[config.mk]
export PLATFORM = sky130hd
export DESIGN_NAME = ex_alu_stage
export DESIGN_NICKNAME = d
export VERILOG_FILES = /design/src/rtl/ex_alu_stage.sv
export SDC_FILE = /design/constraint.sdc
export NUM_CORES = 1
export LEC_CHECK = 0
export CORE_MARGIN = 1.5
export CORE_UTILIZATION = 38
export DETAILED_ROUTE_END_ITERATION = 7
export HOLD_SLACK_MARGIN = 0.1
export PLACE_DENSITY = 0.56
export SETUP_SLACK_MARGIN = 0.1
export SLEW_MARGIN = 20
export SYNTH_ARGS = -nofsm -noshare
export SYNTH_HDL_FRONTEND = slang
export SYNTH_SLANG_ARGS = --single-unit
[constraint.sdc]
create_clock -name clk -period 6.2 [get_ports clk]
set_clock_uncertainty 0.15 [all_clocks]
set_input_delay 0.93 -clock clk [delete_from_list [all_inputs] [get_ports clk]]
set_output_delay 0.93 -clock clk [all_outputs]
set_load 0.02 [all_outputs]
[src/rtl/ex_alu_stage.sv]
// EX-stage ALU feeding the EX/MEM register: 1-cycle latency, valid/ready, in_ready = !out_valid || out_ready, flush/rst squash.
// Define EX_ALU_OVF_EN to add the registered signed add/sub overflow flag out_ovf.
module ex_alu_stage #(
  parameter int XLEN    = 32,
  parameter int SHAMT_W = $clog2(XLEN)
) (
  input  logic            clk,
  input  logic            rst,
  input  logic            in_valid,
  output logic            in_ready,
  input  logic [3:0]      in_op,
  input  logic [XLEN-1:0] in_a,
  input  logic [XLEN-1:0] in_b,
  input  logic [4:0]      in_rd,
  input  logic            in_regwrite,
  input  logic            flush,
  output logic            out_valid,
  input  logic            out_ready,
  output logic [XLEN-1:0] out_result,
  output logic            out_zero,
  output logic [4:0]      out_rd,
  output logic            out_regwrite,
  output logic            out_illegal
`ifdef EX_ALU_OVF_EN
  ,
  output logic            out_ovf
`endif
);

  typedef struct packed {
    logic [XLEN-1:0] result;
    logic            zero;
    logic [4:0]      rd;
    logic            regwrite;
    logic            illegal;
`ifdef EX_ALU_OVF_EN
    logic            ovf;
`endif
  } ex_mem_t;

  typedef enum logic {EMPTY = 1'b0, FULL = 1'b1} state_t;

  state_t  state_q, state_d;
  ex_mem_t exm_q, exm_d;

  logic [SHAMT_W-1:0] shamt;
  logic [XLEN-1:0]    alu_res;
  logic               alu_illegal;
  logic               transfer;

  assign shamt    = in_b[SHAMT_W-1:0];
  assign transfer = in_valid && in_ready;

  always_comb begin
    alu_res     = '0;
    alu_illegal = 1'b0;
    // Plain case: X/Z op bits match no item and fall to the illegal default.
    case (in_op)
      4'b0010: alu_res = in_a + in_b;
      4'b0110: alu_res = in_a - in_b;
      4'b0000: alu_res = in_a & in_b;
      4'b0001: alu_res = in_a | in_b;
      4'b0111: alu_res = in_a ^ in_b;
      4'b0011: alu_res = in_a << shamt;
      4'b0100: alu_res = in_a >> shamt;
      4'b0101: alu_res = $unsigned($signed(in_a) >>> shamt);
      4'b1100: alu_res = {{(XLEN-1){1'b0}}, ($signed(in_a) < $signed(in_b))};
      4'b1101: alu_res = {{(XLEN-1){1'b0}}, (in_a < in_b)};
      default: begin
        alu_res     = '0;
        alu_illegal = 1'b1;
      end
    endcase
  end

  always_comb begin
    exm_d          = exm_q;
    exm_d.result   = alu_res;
    exm_d.zero     = (alu_res == '0);
    exm_d.rd       = in_rd;
    exm_d.regwrite = in_regwrite && !alu_illegal;
    exm_d.illegal  = alu_illegal;
`ifdef EX_ALU_OVF_EN
    exm_d.ovf = 1'b0;
    if (in_op == 4'b0010)
      exm_d.ovf = (in_a[XLEN-1] == in_b[XLEN-1]) && (alu_res[XLEN-1] != in_a[XLEN-1]);
    else if (in_op == 4'b0110)
      exm_d.ovf = (in_a[XLEN-1] != in_b[XLEN-1]) && (alu_res[XLEN-1] != in_a[XLEN-1]);
`endif
  end

  always_ff @(posedge clk) begin
    if (rst) state_q <= EMPTY;
    else     state_q <= state_d;
  end

  always_comb begin
    state_d = state_q;
    if (flush) begin
      state_d = EMPTY;
    end else begin
      case (state_q)
        EMPTY:   if (transfer) state_d = FULL;
        FULL:    if (transfer) state_d = FULL;
                 else if (out_ready) state_d = EMPTY;
        default: state_d = EMPTY;
      endcase
    end
  end

  always_comb begin
    out_valid = (state_q == FULL);
    in_ready  = (state_q == EMPTY) || out_ready;
  end

  // Payload moves only on a real, unsquashed transfer so bubbles do not toggle it.
  always_ff @(posedge clk) begin
    if (rst) begin
      exm_q      <= '0;
      exm_q.zero <= 1'b1;
    end else if (transfer && !flush) begin
      exm_q <= exm_d;
    end
  end

  assign out_result   = exm_q.result;
  assign out_zero     = exm_q.zero;
  assign out_rd       = exm_q.rd;
  assign out_regwrite = exm_q.regwrite;
  assign out_illegal  = exm_q.illegal;
`ifdef EX_ALU_OVF_EN
  assign out_ovf      = exm_q.ovf;
`endif

endmodule

Yosys cells after proc, flatten, opt, wreduce, memory -nomap -nowiden
Cells that the tools add are included.
W data, S select, Z words.
{ "word_totals": {"regBits": 41, "in_bits": 79, "out_inout_bits": 42, "wordCells": 41} }
{ "op_classes": {"addsub": 2, "order_cmp": 2, "eq_ne": 9, "shifts": 3, "mux": 6, "n_bitwise": 4, "n_reduce_logical": 9} }
{ "ops": {"columns": ["operator", "n"], "rows": [
  ["$pmux W32 S10", 1],
  ["$lt A32 B32 Y1", 2],
  ["$add A32 B32 Y32", 1],
  ["$and A32 B32 Y32", 1],
  ["$logic_not A32 Y1", 1],
  ["$or A32 B32 Y32", 1],
  ["$shl A32 B5 Y32", 1],
  ["$shr A32 B5 Y32", 1],
  ["$sshr A32 B5 Y32", 1],
  ["$sub A32 B32 Y32", 1],
  ["$xor A32 B32 Y32", 1],
  ["$eq A4 B3 Y1 const B", 4],
  ["$reduce_or A10 Y1", 1],
  ["$eq A4 B2 Y1 const B", 2],
  ["$eq A4 B4 Y1 const B", 2],
  ["$eq A4 B1 Y1 const B", 1],
  ["$logic_not A4 Y1", 1],
  ["$mux W1", 4],
  ["$logic_and A1 B1 Y1", 3],
  ["$pmux W1 S2", 1],
  ["$reduce_or A2 Y1", 1],
  ["$logic_not A1 Y1", 1],
  ["$logic_or A1 B1 Y1", 1],
  ["$not A1 Y1", 1]
]} }

Depth between registers and ports, before layout
{ "depth": {"depth_word": 5, "ltp_mapped": 17, "mapped_depth_nobuf": 15} }

Worst setup path after synthesis
Ideal clock, no wire load.
{ "synth_path": {"path_type": "in2reg", "start": "in in_b[3]", "end": "reg exm_q, in the netlist out_zero", "setup_time_ps": 84, "arrival_ps": 4630, "t_required_ps": 5966, "slack_ps": 1336, "path_stages": 17, "n_path_buf": 4, "cell_sequence": "clkbuf_1 -> inv_1 -> clkbuf_1 -> buf_1 -> ha_1 -> buf_2 -> nor2b_1 -> a2111oi_2 -> o211a_1 -> a31oi_1 -> a21boi_1 -> o21ai_0 -> o31ai_1 -> a2111oi_0 -> a2bb2oi_1 -> nand2b_1 -> o31ai_2"} }
{ "synth_via": {"elab_chain_cells": 3, "elab_cells_between_ends": 12, "cone_classes": "add/sub: 2; order compare: 2; shift: 3; mux: 1; bitwise: 3; reduce/logical: 1"} }
{ "synth_lines": {"columns": ["element", "line_no", "rtl"], "rows": [
  ["start: declaration", "13", "input logic [XLEN-1:0] in_b,"],
  ["$sub A32 B32 Y32 (tied with other cells)", "60", "4'b0110: alu_res = in_a - in_b;"],
  ["$pmux W32 S10 *", "58", "case (in_op)"],
  ["$logic_not A32 Y1 *", "79", "exm_d.zero = (alu_res == '0);"],
  ["end signal: assignment", "122", "exm_q <= exm_d;"],
  ["end: declaration", "44", "ex_mem_t exm_q, exm_d;"]
]} }
Every way passes the cells marked *; elsewhere a longest branch is shown, timed or not.
A chain may end at the register's enable or synchronous reset.

Final worst setup path
{ "layout_path": {"start": "in in_a[7]", "end": "reg exm_q, in the netlist out_zero"} }
{ "layout_via": {"elab_chain_cells": 3, "elab_cells_between_ends": 12, "cone_classes": "add/sub: 2; order compare: 2; shift: 3; mux: 1; bitwise: 3; reduce/logical: 1"} }
{ "layout_lines": {"columns": ["element", "line_no", "rtl"], "rows": [
  ["start: declaration", "12", "input logic [XLEN-1:0] in_a,"],
  ["$sub A32 B32 Y32 (tied with other cells)", "60", null],
  ["$pmux W32 S10 *", "58", null],
  ["$logic_not A32 Y1 *", "79", null]
]} }
Marked as above.

==> metrics.yaml <==
worst-r2r-cell-count: 13
num-fill-cells: 3121
max_slew.worst_pin.slew_ps: 1170
crit_type: "in -> reg"
cts_resized: 0
yosys_warnings: 0
hold_path.class: "reg -> reg"
finish.utilization: 0.442
io_pins: 121
r2r_start: "out_valid$_SDFF_PP0_"
setup_viol: 0
irDropWorstVdd_v: 0.0000876
place_congestion: 1.06
p_int_mw: 0.899
async_flop_share: 0
dp_hpwl_um: 43700
max_freq_ghz: 0.189
ant_nets: 0
post_cts_buffers: 0
r2r_end: "out_zero$_SDFFE_PP1P_"
hold_buffers: 0
synth-edff-count: 0
grt_usage: 0.351
die_area_sq_mm: 0.0309
rows: 63
post-place-ws_ps: 714
cp-end-kind: "flip-flop"
grt_pass1_vias: 12300
antenna_found_initial: 0
r2r_slack_ps: 2700
finalCritPeriodShare: 0.855
initial_core_util: 0.384
setup.worst_path.end: "out_zero$_SDFFE_PP1P_"
cp-startpoint: "in_a[7]"
yosys_most_used_dff: "dfxtp_1"
arrival_ps: 5360
ys_seq_area_frac: 0.0724
p_seq_frac: 0.169
p_per_area_mw_per_mm2: 131
finalSetupTns_ps: 0
die_height_um: 176
outcome: "finished clean"
path_clk_slew_ps: 60
final_common_cell: "nor2_1"
cp-start-kind: "input port"
synth.cell_area_sq_mm: 0.0113
slew_headroom: 0.210
combPwrFrac: 0.657
fin_hold_ws_ps: 302
drt-initial-drc-count: 1436
max_cap_violations: 0
placed_area_sq_mm: 0.0129
clkPwrFrac: 0.174
wire_per_inst_um: 27.6
synthCells: 1560
hold_viol_final: 0
clock-sinks: 41
grt_pass1_wl_um: 81500
rsz0062_at_grt: "no"
cts.htree.levels: 2
fin_crit_ps: 5300
avgSynthCellArea_sq_um: 7.26
core_area_sq_mm: 0.0295
placed_cells: 1993
die_x_um: 176
nNetsFinal: 1790
synth_cell_type_count: 95
critPathMaxFanout: 12
fin_ws_ps: 898
io_buffer_count: 120
grt_max_degree: 59
post_drt_via_cell_ratio: 6.67
numCtsBuffers: 5
post-route-drc-count: 0
synth_nets: 1740
cts_tree: "built"
firstDrtPassIters: 6
drive_gt1_frac: 0.117
p_leak_nw: 5.20
wirelength_um: 55200
power_mw: 1.71
cts.path.max_buffers: 2
power_switching_mw: 0.813
diodes: 0
clkLatencyLatePin_ps: 280
maxSlewViolCount: 0
area_delta_synth_final_pct: 15.0
worstPathRequired_ps: 6250
final-instance-count-excl-fill: 2001
yosys_register_bits: 41
final_cell_mix: "nor2_1, nand2_1, a21oi_1, clkdlybuf4s50_1, ha_1"
design_area_sq_mm: 0.0130
p_sw_frac: 0.475
grt-ovfl-total: 0
root_buffer: "clkbuf_16"
num_vias: 13400
[worst min-delay path by stage]
stage                                       to                        from  depth (start not counted)  slack [ps]
global placement     out_regwrite$_SDFFE_PP0P_   out_regwrite$_SDFFE_PP0P_                          2         290
floorplan            out_regwrite$_SDFFE_PP0P_   out_regwrite$_SDFFE_PP0P_                          2         380
CTS                  out_regwrite$_SDFFE_PP0P_   out_regwrite$_SDFFE_PP0P_                          2         310
finish               out_regwrite$_SDFFE_PP0P_   out_regwrite$_SDFFE_PP0P_                          2         300
global route        out_result[0]$_SDFFE_PP0P_  out_result[0]$_SDFFE_PP0P_                          2         320
detailed placement   out_regwrite$_SDFFE_PP0P_   out_regwrite$_SDFFE_PP0P_                          2         300
[state kept, by name (all words and copies together), names as in the netlist]
register,cells
out_rd,5
out_illegal,1
out_valid,1
out_result,32
out_regwrite,1
out_zero,1
[cells by family (layout without fill, tap and decap cells)]
| family | after synthesis | count (layout) | share of synthesized area |
|---|---|---|---|
| compound gates | 515 | 515 | 0.309 |
| buf+inv | 231 | 282 | 0.0868 |
| flops | 41 | 41 | 0.0724 |
| mux | 127 | 127 | 0.191 |
| xor+xnor | 9 | 9 | 0.00696 |
| fa+ha+maj | 101 | 101 | 0.113 |
| simple gates | 536 | 536 | 0.221 |
[power groups by stage]
stage / registers [mW] / clock network, mW / logic, mW
floorplan: 0.315 / 0 / 0.672
global placement: 0.294 / 0 / 1.09
detailed placement: 0.295 / 0 / 1.09
CTS: 0.289 / 0.305 / 1.09
global route: 0.291 / 0.313 / 1.20
finish: 0.289 / 0.298 / 1.13
[synth_stat cells (all sizes together), types with 6 or more instances]
| library cell | count | share of area |
|---|---|---|
| a31oi | 14 | 0.0077 |
| o221ai | 14 | 0.011 |
| o21a | 11 | 0.0073 |
| a221o | 13 | 0.011 |
| nand2 | 157 | 0.052 |
| o211ai | 28 | 0.019 |
| o22ai | 12 | 0.0066 |
| mux4 | 67 | 0.13 |
| nand3 | 36 | 0.016 |
| o211a | 7 | 0.0062 |
| a221oi | 12 | 0.0098 |
| inv | 92 | 0.030 |
| a2111oi | 13 | 0.012 |
| clkbuf | 85 | 0.028 |
| or4 | 7 | 0.0050 |
| a211o | 6 | 0.0046 |
| nand4 | 14 | 0.0077 |
| or2 | 7 | 0.0039 |
| mux2i | 40 | 0.036 |
| nor4 | 12 | 0.0066 |
| ha | 99 | 0.11 |
| a21o | 13 | 0.0086 |
| dfxtp | 41 | 0.072 |
| nor2b | 12 | 0.0066 |
| nor2 | 177 | 0.059 |
| o21bai | 6 | 0.0040 |
| o21ai | 84 | 0.037 |
| nand2b | 9 | 0.0050 |
| and2 | 10 | 0.0055 |
| o31ai | 19 | 0.013 |
| buf | 52 | 0.027 |
| or3 | 14 | 0.0077 |
| nor3 | 48 | 0.022 |
| a21oi | 149 | 0.066 |
| mux2 | 20 | 0.022 |
| o2111ai | 11 | 0.0085 |
| a211oi | 42 | 0.028 |
| a2bb2oi | 6 | 0.0052 |
| and3 | 8 | 0.0044 |
[critical path: stages]
cell	delay (ps)
clkdlybuf4s50_1	830
inv_1	120
ha_1	510
a21oi_1	240
a2111oi_0	680
a21oi_1	200
o31ai_1	440
o21ai_0	120
a2111oi_0	420
a21oi_1	120
nor3_1	170
and4_1	230
nand4_1	120
o31ai_2	220
[cell type report]
class                           instances  area, sq um  area share
Tap cell                              390          488      0.0374
Inverter                               94          353      0.0271
Timing Repair Buffer                  180         1640       0.126
Multi-Input combinational cell       1288         9560       0.733
Clock inverter                          1         30.0     0.00230
Clock buffer                            7          143      0.0109
Sequential cell                        41          821      0.0630
[per-layer routing]
metal	track usage	up-vias	part of all wire
met3	0.0416	118	0.089
met2	0.541	737	0.44
li1	-	5966	-
met5	0	-	0
met1	0.505	6532	0.44
met4	0.116	0	0.036
No activity file was read; power rests on OpenSTA's default activity.
